**src/rtl/neural_engine_pkg.sv**
```systemverilog
// Shared types and defaults for the neural engine result path.
package neural_engine_pkg;
  localparam int RESULT_W          = 16;
  localparam int RESULT_FIFO_DEPTH = 16;

  typedef logic [RESULT_W-1:0] result_word_t;
endpackage

```
**src/rtl/rise_detect.sv**
```systemverilog
// Registered rising-edge detector; RESET_VAL=1 suppresses a level already high at reset release.
module rise_detect #(
  parameter logic RESET_VAL = 1'b1
) (
  input  logic clk,
  input  logic reset,
  input  logic level_in,
  output logic rise_out
);

  logic level_q;
  logic level_d;

  assign level_d = level_in;

  always_ff @(posedge clk or posedge reset) begin
    if (reset) level_q <= RESET_VAL;
    else       level_q <= level_d;
  end

  assign rise_out = level_in & ~level_q;

endmodule

```
**src/rtl/result_collector.sv**
```systemverilog
// Captures result words on rising edges of in_ready into a FWFT FIFO drained by valid/ready,
// with occupancy, saturating accepted-push total and sticky overflow.
module result_collector
  import neural_engine_pkg::*;
#(
  parameter int DATA_W  = RESULT_W,
  parameter int DEPTH   = RESULT_FIFO_DEPTH,
  parameter int TOTAL_W = 16
) (
  input  logic                       clk,
  input  logic                       reset,
  input  logic                       clear,
  input  logic [DATA_W-1:0]          in_data,
  input  logic                       in_ready,
  output logic [DATA_W-1:0]          out_data,
  output logic                       out_valid,
  input  logic                       out_ready,
  output logic [$clog2(DEPTH):0]     count,
  output logic                       full,
  output logic                       empty,
  output logic                       overflow,
  output logic [TOTAL_W-1:0]         total
);

  localparam int PTR_W = $clog2(DEPTH);
  localparam int CNT_W = PTR_W + 1;

  logic [DATA_W-1:0]  mem_q [DEPTH];
  logic [PTR_W-1:0]   rd_ptr_q, rd_ptr_d;
  logic [PTR_W-1:0]   wr_ptr_q, wr_ptr_d;
  logic [CNT_W-1:0]   count_q, count_d;
  logic [TOTAL_W-1:0] total_q, total_d;
  logic               overflow_q, overflow_d;
  logic               push_req, push_ok, pop, mem_we;

  rise_detect #(.RESET_VAL(1'b1)) u_rdy_edge (
    .clk      (clk),
    .reset    (reset),
    .level_in (in_ready),
    .rise_out (push_req)
  );

  assign empty     = (count_q == '0);
  assign full      = (count_q == CNT_W'(DEPTH));
  assign out_valid = ~empty;
  assign pop       = out_valid & out_ready;
  assign out_data  = mem_q[rd_ptr_q];
  assign count     = count_q;
  assign total     = total_q;
  assign overflow  = overflow_q;

  // A full FIFO still accepts a push when a pop frees the head slot in the same cycle.
  assign push_ok = push_req & (~full | pop);

  always_comb begin
    rd_ptr_d   = rd_ptr_q;
    wr_ptr_d   = wr_ptr_q;
    count_d    = count_q;
    total_d    = total_q;
    overflow_d = overflow_q;
    mem_we     = 1'b0;
    if (clear) begin
      rd_ptr_d   = '0;
      wr_ptr_d   = '0;
      count_d    = '0;
      total_d    = '0;
      overflow_d = 1'b0;
    end else begin
      if (push_ok) begin
        mem_we   = 1'b1;
        wr_ptr_d = wr_ptr_q + PTR_W'(1);
        if (total_q != {TOTAL_W{1'b1}}) total_d = total_q + TOTAL_W'(1);
      end
      if (pop) rd_ptr_d = rd_ptr_q + PTR_W'(1);
      if (push_ok && !pop)      count_d = count_q + CNT_W'(1);
      else if (pop && !push_ok) count_d = count_q - CNT_W'(1);
      if (push_req && !push_ok) overflow_d = 1'b1;
    end
  end

  always_ff @(posedge clk or posedge reset) begin
    if (reset) begin
      rd_ptr_q   <= '0;
      wr_ptr_q   <= '0;
      count_q    <= '0;
      total_q    <= '0;
      overflow_q <= 1'b0;
    end else begin
      rd_ptr_q   <= rd_ptr_d;
      wr_ptr_q   <= wr_ptr_d;
      count_q    <= count_d;
      total_q    <= total_d;
      overflow_q <= overflow_d;
    end
  end

  // Storage is reset so an empty-FIFO out_data reads 0 rather than X.
  always_ff @(posedge clk or posedge reset) begin
    if (reset) begin
      for (int i = 0; i < DEPTH; i++) mem_q[i] <= '0;
    end else if (mem_we) begin
      mem_q[wr_ptr_q] <= in_data;
    end
  end

endmodule
```
**config.mk**
```make
export PLATFORM = sky130hd
export DESIGN_NAME = result_collector
export DESIGN_NICKNAME = d
export VERILOG_FILES = /design/src/rtl/neural_engine_pkg.sv /design/src/rtl/rise_detect.sv /design/src/rtl/result_collector.sv
export SDC_FILE = /design/constraint.sdc
export NUM_CORES = 1
export LEC_CHECK = 0
export ABC_CLOCK_PERIOD_IN_PS = 8700
export BUFFER_PORTS_ARGS = -buffer_cell sky130_fd_sc_hd__buf_2
export CORE_MARGIN = 4
export CORE_UTILIZATION = 45
export DETAILED_ROUTE_END_ITERATION = 10
export GPL_ROUTABILITY_DRIVEN = 0
export PLACE_DENSITY_LB_ADDON = 0.2
export RECOVER_POWER = 25
export SKIP_CTS_REPAIR_TIMING = 1
export SLEW_MARGIN = 25
export SYNTH_ARGS = -nofsm -noshare
export SYNTH_HDL_FRONTEND = slang
export SYNTH_HIERARCHICAL = 1
export SYNTH_SLANG_ARGS = --single-unit
```
**constraint.sdc**
```tcl
create_clock -name clk -period 8.7 [get_ports clk]
set_input_delay 0.435 -clock clk [delete_from_list [all_inputs] [get_ports clk]]
set_output_delay 0.435 -clock clk [all_outputs]
set_load 0.03 [all_outputs]
```
* Word-level counts from Yosys, hierarchy flattened *
Cells that the tools add are included.

cells by class
  reduce and logical (&&, ||, !) cells = 13
  add/sub/neg operators = 5
  equality and inequality tests = 2
  muxes and demuxes = 20
  magnitude comparators = 3
  bitwise operators = 9

operators by type and width
  operator                                            number
  bitwise mux 256 bit                                 1
  two-way mux 16 bit                                  6
  binary-select mux 16 bit (select 4 bit)             1
  demux 16 bit (select 4 bit)                         1
  adder 16 x 1 -> 16 bit, second input constant       1
  two-way mux 4 bit                                   4
  inequality test 16 bit, second input constant       1
  two-way mux 5 bit                                   3
  >= comparator 5 bit, second input constant          2
  NOT 4 -> 5 bit                                      2
  adder 4 x 1 -> 4 bit, second input constant         2
  nonzero test 2 bit                                  4
  adder 5 x 1 -> 5 bit, second input constant         1
  == test 5 bit, second input constant                1
  zero test 5 bit                                     1
  < comparator 5 x 1 -> 1 bit, second input constant  1
  subtractor 5 x 1 -> 5 bit, second input constant    1
  logical AND 1 bit                                   4
  two-way mux 1 bit                                   4
  bitwise AND 1 bit                                   3
  NOT 1 bit                                           3
  nonzero test 3 bit                                  1
  zero test 1 bit                                     2
  AND reduction 2 bit                                 1
  OR 1 bit                                            1

storage, ports and cells
  output and inout port bits = 41
  register bits = 287

* Longest topological paths before layout *
Gate-level depths: netlist (run 1).

  depth after elaboration = 10
  mapped depth = 9
  gate-level depth less buffers = 8

* Cells and area by module *
Netlist (run 1), hierarchy kept.

modules (own cells, without submodules)
  module            seq. area each (µm²)  cells each  instances  area an instance (µm²)
  result_collector  7156.9                870         1          13427.9
  rise_detect       26.3                  3           1          43.8

* Worst setup path before layout (run 1) *
Ideal clock, no wire load.

  path kind = register -> register
  start = register count_q[2] (netlist: count[2])
  end = register count_q[4] (netlist: count[4])
  arrival = 2875 ps
  setup slack = 5742 ps
  library setup time = 82 ps
  clock period less this slack = 2958 ps
  buffers on the path = 1
  cell stages (with the launch flop) = 10
  cell sequence = dfrtp_1 or4_1 buf_4 o21ai_2 nand2_1 fa_1 a211oi_1 o21bai_1 mux2_2 a31oi_1

between the ends
  cells in the longest elaborated chain, start to end = 8

ends and longest elaborated chain
  what                                                                               line                    RTL
  from (decl)                                                                        result_collector.sv:31  logic [CNT_W-1:0] count_q, count_d;
  from (signal assigned)                                                             result_collector.sv:91  count_q <= count_d;
  parallel branches: the longest is 8 deep, another holds subtractor 5 x 1 -> 5 bit  -

Parallel ways; which one is timed is not known. The select of a mux whose other input is x is not followed.
A chain may end at the register's enable or synchronous reset.

==> results of run 1 <==
## layer usage
metal / share of wire [%] / GRT usage [%] / wire length, µm / vias to the layer above
li1: - / - / - / 3390
met1: 47 / 28.5 / 14600 / 4087
met2: 47 / 29.9 / 14500 / 149
met3: 4.4 / 3.00 / 1380 / 49
met4: 1.9 / 4.14 / 590 / 2
met5: 0.055 / 0 / 17 / -
## cell usage in the layout, fill, tap and decap left out, types with 3 or more instances in the layout
| master | Yosys | layout |
|---|---|---|
| a21oi_1 | 16 | 16 |
| and3_1 | 3 | 3 |
| and4_1 | 3 | 3 |
| buf_2 | 20 | 46 |
| buf_4 | 6 | 15 |
| bufinv_16 | 0 | 6 |
| clkbuf_1 | 33 | 20 |
| clkbuf_16 | 0 | 31 |
| clkbuf_8 | 0 | 4 |
| clkinv_2 | 0 | 9 |
| dfrtp_1 | 286 | 284 |
| ha_1 | 10 | 10 |
| inv_1 | 8 | 7 |
| mux2_2 | 265 | 265 |
| mux4_2 | 80 | 80 |
| nand2_1 | 10 | 10 |
| nand2_2 | 4 | 4 |
| nand2b_1 | 3 | 3 |
| nand3_1 | 9 | 9 |
| nand4_1 | 7 | 7 |
| nor2_1 | 24 | 19 |
| nor2_2 | 3 | 6 |
| nor2b_1 | 5 | 5 |
| nor3_4 | 0 | 4 |
| nor4_1 | 3 | 3 |
| o211ai_1 | 6 | 6 |
| o211ai_2 | 4 | 4 |
| o31ai_1 | 8 | 8 |
| or4_1 | 11 | 11 |
| xor2_1 | 5 | 5 |
## state kept, by name, indices dropped and copies added (netlist names)
signal	cells
overflow	1
u_rdy_edge/level_q	1
mem_q	256
wr_ptr_q	4
total	16
rd_ptr_q	4
count	5
## final cells by class
cell class | count | area [µm²] | area share (%)
Timing Repair Buffer | 79 | 439 | 2.88
Clock inverter | 16 | 234 | 1.54
Tap cell | 390 | 488 | 3.20
Clock buffer | 40 | 850 | 5.58
Multi-Input combinational cell | 512 | 6000 | 39.4
Inverter | 8 | 31.3 | 0.205
Sequential cell | 287 | 7190 | 47.2
## Yosys cell counts (3+ instances only)
library cell / n / share of area, %
mux2_2: 265 / 22
nor3_2: 4 / 0.30
buf_2: 20 / 0.74
nand4_1: 7 / 0.33
buf_4: 6 / 0.33
nand2_2: 4 / 0.19
and3_1: 3 / 0.14
ha_1: 10 / 0.93
a21oi_1: 16 / 0.59
o31ai_1: 8 / 0.45
and4_1: 3 / 0.20
clkbuf_1: 33 / 0.92
o211ai_1: 6 / 0.33
nand3_1: 9 / 0.33
xor2_1: 5 / 0.33
nand2b_1: 3 / 0.14
or4_1: 11 / 0.61
mux4_2: 80 / 13
buf_1: 5 / 0.14
o211ai_2: 4 / 0.37
nor2_2: 3 / 0.14
nand2_1: 10 / 0.28
nor4_1: 3 / 0.14
inv_1: 8 / 0.22
dfrtp_1: 286 / 53
nor2b_1: 5 / 0.23
nor2_1: 24 / 0.67
## stage by stage
| stage | hold slack, ns | cell area, µm² | util [%] |
|---|---|---|---|
| after global placement | 0.482 | 14200 | 47.9 |
| final | 0.296 | 15200 | 51.5 |
| after floorplan | 0.325 | 13500 | - |
| after detailed placement | 0.489 | 14200 | 47.9 |
| after global routing | 0.321 | 15200 | 51.5 |
| after CTS | -0.108 | 15200 | 51.5 |
## worst reg2reg max path: stages (launching register included)
cell	delay [ns]
dfrtp_1	0.42
or4_1	0.89
o21ai_2	0.42
nand2_1	0.23
fa_1	0.46
a211oi_1	0.32
o21bai_1	0.12
mux2_2	0.28
a31oi_1	0.16
## final timing paths
path	from	to	slack, ns	cells after the start
max in group clk	rd_ptr_q[0]	out_data[14]	4.81	4
worst min-delay path	out_ready	count[4]	0.30	4
worst max register to register	count[2]	count[4]	5.32	8
worst min register to register	mem_q[221]	mem_q[221]	0.50	1
worst max-delay path	reset	mem_q[151]	3.60	3
min in group asynchronous	reset	u_rdy_edge/level_q	0.41	3
## report_power, final
group | switching, mW | internal [mW] | leakage, nW | total, mW
Sequential | 0.0830 | 1.42 | 3.93 | 1.50
Clock | 0.533 | 0.862 | 0.541 | 1.39
Combinational | 0.395 | 0.312 | 2.53 | 0.708
## kinds of logic after synthesis
family / Yosys count
muxes: 346
adders and majority gates: 11
AOI/OAI and AO/OA: 51
and+or+nand+nor: 97
buffers and inverters: 74
xor gates and xnor gates: 7
DFF: 287
==> results.yml, run 1 <==
die:
  core_mm2: 0.0296
  rows: 63
  initial_utilization_pct: 45.6
  io_pins: 62
  dieArea_mm2: 0.0328
  die_height_um: 181
  fp.dieW_um: 181
final_layout:
  drive_gt1_share_pct: 51.8
  area_growth_pct: 13.1
  num-fill-cells: 2503
  fin_cells: 1332
  fin_nets: 951
  antenna_cells: 0
yosys:
  yosysSeqAreaShare_pct: 53.3
  ys_types: 53
  synth_cells: 873
  synthSimpleGateAreaFrac_pct: 4.17
  synthAdderAreaFrac_pct: 1.08
  async_flop_share_pct: 100
  synth-main-ff-cell: "dfrtp_1"
  synthMuxAreaShare_pct: 35.6
  synth-seq-cells: 287
  synth_warnings: 6
  synth_enable_flop_cells: 0
  synth_compound_area_share_pct: 2.90
  synthXorXnorAreaFrac_pct: 0.455
  synth_nets: 905
  syn_area_mm2: 0.0135
  synth_top_family_by_area: "multiplexers"
  avgSynthCellArea_um2: 15.4
pwr:
  p_total_mw: 3.60
  p_leak_nw: 7.00
  power_density_mw_per_mm2: 236
  irDropWorstVdd_v: 0.000171
status:
  status: "complete, but fails checks"
  violations: "max-capacitance violations, max-slew violations"
global_routing:
  grt_pass1_wl_mm: 48.9
  grt-ovfl-total: 0
  grt_pass1_vias: 8077
  grt_max_degree: 149
  grt_antenna_before_repair: 2
  track_usage_pct: 19.1
route:
  drt_first_pass_iters: 4
  postRouteWirelength_mm: 31.1
  drc: 0
  drt_iter0_drc: 497
  ant_nets: 0
  detail_route.vias_per_cell: 5.76
  wire_per_inst_um: 23.3
  vias: 7677
cts:
  clockBufferDepth: 3
  worstSkewPairLatency_ns: 0.56
  clock_sinks: 287
  cts-root-buf: "clkbuf_16"
  htree_levels: 1
  cts_made_buffers: 31
  clkTransAtPathRegs_ns: 0.06
  cts_tree: "built"
sta:
  slew_viol_final: 140
  final.min_clock_period_ns: 5.10
  fmax_mhz: 196
  fin_skew_ns: 0.0282
  fin_setup_tns_ns: 0
  rsz0062_at_grt: "no"
  slew_headroom_pct: -316
  fin_ws_ns: 3.60
  setup_violations: 0
  fin_crit_sh_pct: 58.6
  worst_slew_pin_slew_ns: 6.20
  finalHoldViolations: 0
critical_path:
  crit_path_end_kind: "asynchronous set/reset pin"
  path_class: "in2async"
  path_cells: "dlygate4sd3_1 > clkbuf_1 > clkinvlp_2"
  crit_slowest_cell: "clkinvlp_2"
  path_delay_family: "buffers and inverters"
  max_stage_delay_ns: 3.41
  critPathMaxFanout: 139
  crit_path_start_kind: "input port"
  arrival_ns: 4.61
  path_buf_inv: 3
  required_ns: 8.21
worst_hold_path:
  hp-class: "in2reg"
place:
  dp.cells: 1274
  place_ws_ns: 5.30
  detailed_place_hpwl_mm: 17.7
  port_buffers: 61
job:
  cap_violations: 1
Note: power is estimated with default switching activity, not from simulation.
==> inputs of run 2 (changes only) <==
--- a/config.mk
+++ b/config.mk
@@ -5,7 +5,7 @@
 export SDC_FILE = /design/constraint.sdc
 export NUM_CORES = 1
 export LEC_CHECK = 0
-export ABC_CLOCK_PERIOD_IN_PS = 8700
+export ABC_CLOCK_PERIOD_IN_PS = 4400
 export BUFFER_PORTS_ARGS = -buffer_cell sky130_fd_sc_hd__buf_2
 export CORE_MARGIN = 4
 export CORE_UTILIZATION = 45
==> constraint.sdc (replaced) <==
create_clock -name clk -period 4.4 [get_ports clk]
set_input_delay 0.22 -clock clk [delete_from_list [all_inputs] [get_ports clk]]
set_output_delay 0.22 -clock clk [all_outputs]
set_load 0.03 [all_outputs]
==> results.yml, run 2 (synthesis results as in run 1) <==
status:
  status: "complete, but fails checks"
  violations: "max-capacitance violations, max-slew violations"
global_routing:
  grt-ovfl-total: 0
  grt_pass1_wl_mm: 48.1
  track_usage_pct: 18.6
  grt_antenna_before_repair: 1
  grt_max_degree: 138
  grt_pass1_vias: 8035
sta:
  fin_setup_tns_ns: 0
  fin_skew_ns: 0.0144
  final.min_clock_period_ns: 3.32
  fin_crit_sh_pct: 75.6
  rsz0062_at_grt: "no"
  slew_viol_final: 138
  slew_headroom_pct: -25.2
  finalHoldViolations: 0
  setup_violations: 0
  fmax_mhz: 301
  fin_hold_ws_ns: 0.0723
  worst_slew_pin_slew_ns: 1.88
cts:
  clkTransAtPathRegs_ns: 0.06
  cts_made_buffers: 31
  worstSkewPairLatency_ns: 0.56
  cts_tree: "built"
  cts-root-buf: "clkbuf_16"
  htree_levels: 1
  clock_sinks: 287
  clockBufferDepth: 3
final_layout:
  top_register: "mem_q"
  drive_gt1_share_pct: 52.5
  multi_input_area_mm2: 0.00599
  final_common_cell: "dfrtp_1"
  area_growth_pct: 13.3
  largest_register_ffs: 256
  num-fill-cells: 2467
  ff_latch_area_mm2: 0.00719
  fin_nets: 956
  final_cell_mix: "dfrtp_1 (284), mux2_2 (265), mux4_2 (80), buf_2 (50), clkbuf_16 (31)"
route:
  drt_first_pass_iters: 4
  drc: 0
  detail_route.vias_per_cell: 5.70
  postRouteWirelength_mm: 30.0
  vias: 7634
  ant_nets: 0
  drt_iter0_drc: 532
  wire_per_inst_um: 22.4
place:
  port_buffers: 61
  detailed_place_hpwl_mm: 17.8
die:
  core_mm2: 0.0296
  rows: 63
  fp.dieW_um: 181
  die_height_um: 181
  initial_utilization_pct: 45.6
  io_pins: 62
  dieArea_mm2: 0.0328
pwr:
  pwr-share-comb_pct: 19.8
  swShare_pct: 28.4
  p_seq_share_pct: 42.1
  clock_power_share_pct: 38.1
  p_leak_nw: 7.04
  irDropWorstVdd_v: 0.000564
  power_density_mw_per_mm2: 464
  p_switching_mw: 2.01
  cell_internal_pwr_mw: 5.07
job:
  cap_violations: 1
critical_path:
  critPathMaxFanout: 18
  path_class: "reg2reg"
  max_stage_delay_ns: 0.87
  crit_path_end_kind: "flop"
  path_cells: "or4_1 > o21ai_2 > nand2_1 > fa_1 > a211oi_1 > o21bai_1 > mux2_2 > a31oi_1"
  arrival_ns: 3.80
  required_ns: 4.87
  crit_path_start_kind: "flop"
  crit_slowest_cell: "or4_1"
worst_hold_path:
  hp-class: "in2reg"
run 2: cell count changes in the layout (fill, tap and decap cells not counted), moves of 2 or more:
cell	change
clkbuf_8	+3
buf_2	+4
nor2_4	-2
bufinv_16	-2
clkbuf_1	-4
nor2_2	+2
buf_4	+3
run 2: critical path, delay by kind of cell, from the launching register on:
kind	cells	cell delay (ns)
and+or+nand+nor	2	1.09
muxes	1	0.28
AOI/OAI and AO/OA	4	1.00
DFF	1	0.42
adders and majority gates	1	0.45
run 2: cell type report:
class,instances,area share (%)
clock buffers,43,5.84
repair buffers,84,3.24
diodes,1,0.0164
flip-flops and latches,287,47.1
multi-input cells,512,39.3
well taps,390,3.20
inverters,8,0.205
clock inverters,14,1.16
run 2: metal layers:
layer / part of all wire (%) / vias up / wire (µm) / global-route usage (%)
met5: 0 / - / 0 / 0
met2: 50 / 128 / 14900 / 31.3
li1: - / 3403 / - / -
met4: 1.7 / 0 / 497 / 3.60
met3: 4.0 / 41 / 1200 / 2.34
met1: 45 / 4062 / 13500 / 26.5
run 2: per-stage QoR:
| step | power [mW] | cell area (µm²) | instances | setup WS [ns] | util, % |
|---|---|---|---|---|---|
| floorplan | 4.09 | 13500 | 873 | 0.389 | - |
| global placement | 4.45 | 14200 | 1279 | 1.14 | 48.0 |
| detailed placement | 4.47 | 14200 | 1279 | 1.06 | 48.0 |
| CTS | 7.20 | 15300 | 1336 | 1.05 | 51.7 |
| global route | 7.40 | 15300 | 1338 | 0.824 | 51.6 |
| finish | 7.08 | 15300 | 1339 | 1.08 | 51.6 |
run 2: final timing paths:
path	from	end	slack, ns	cells past startpoint
hold reg to reg	mem_q[12]	mem_q[12]	0.50	1
max in group asynchronous	reset	rd_ptr_q[0]	1.57	4
min in group asynchronous	reset	u_rdy_edge/level_q	0.22	3
hold / removal	out_ready	count[4]	0.07	4
setup reg to reg	count[2]	count[4]	1.08	8
setup / recovery	count[2]	count[4]	1.08	8
run 2: power by group through the flow:
stage / Sequential, mW / Clock, mW / Combinational (mW)
after detailed placement: 3.03 / 0 / 1.44
after global routing: 3.01 / 2.87 / 1.52
after floorplan: 2.96 / 0 / 1.13
after CTS: 2.99 / 2.78 / 1.44
final: 2.98 / 2.70 / 1.40
after global placement: 3.03 / 0 / 1.43
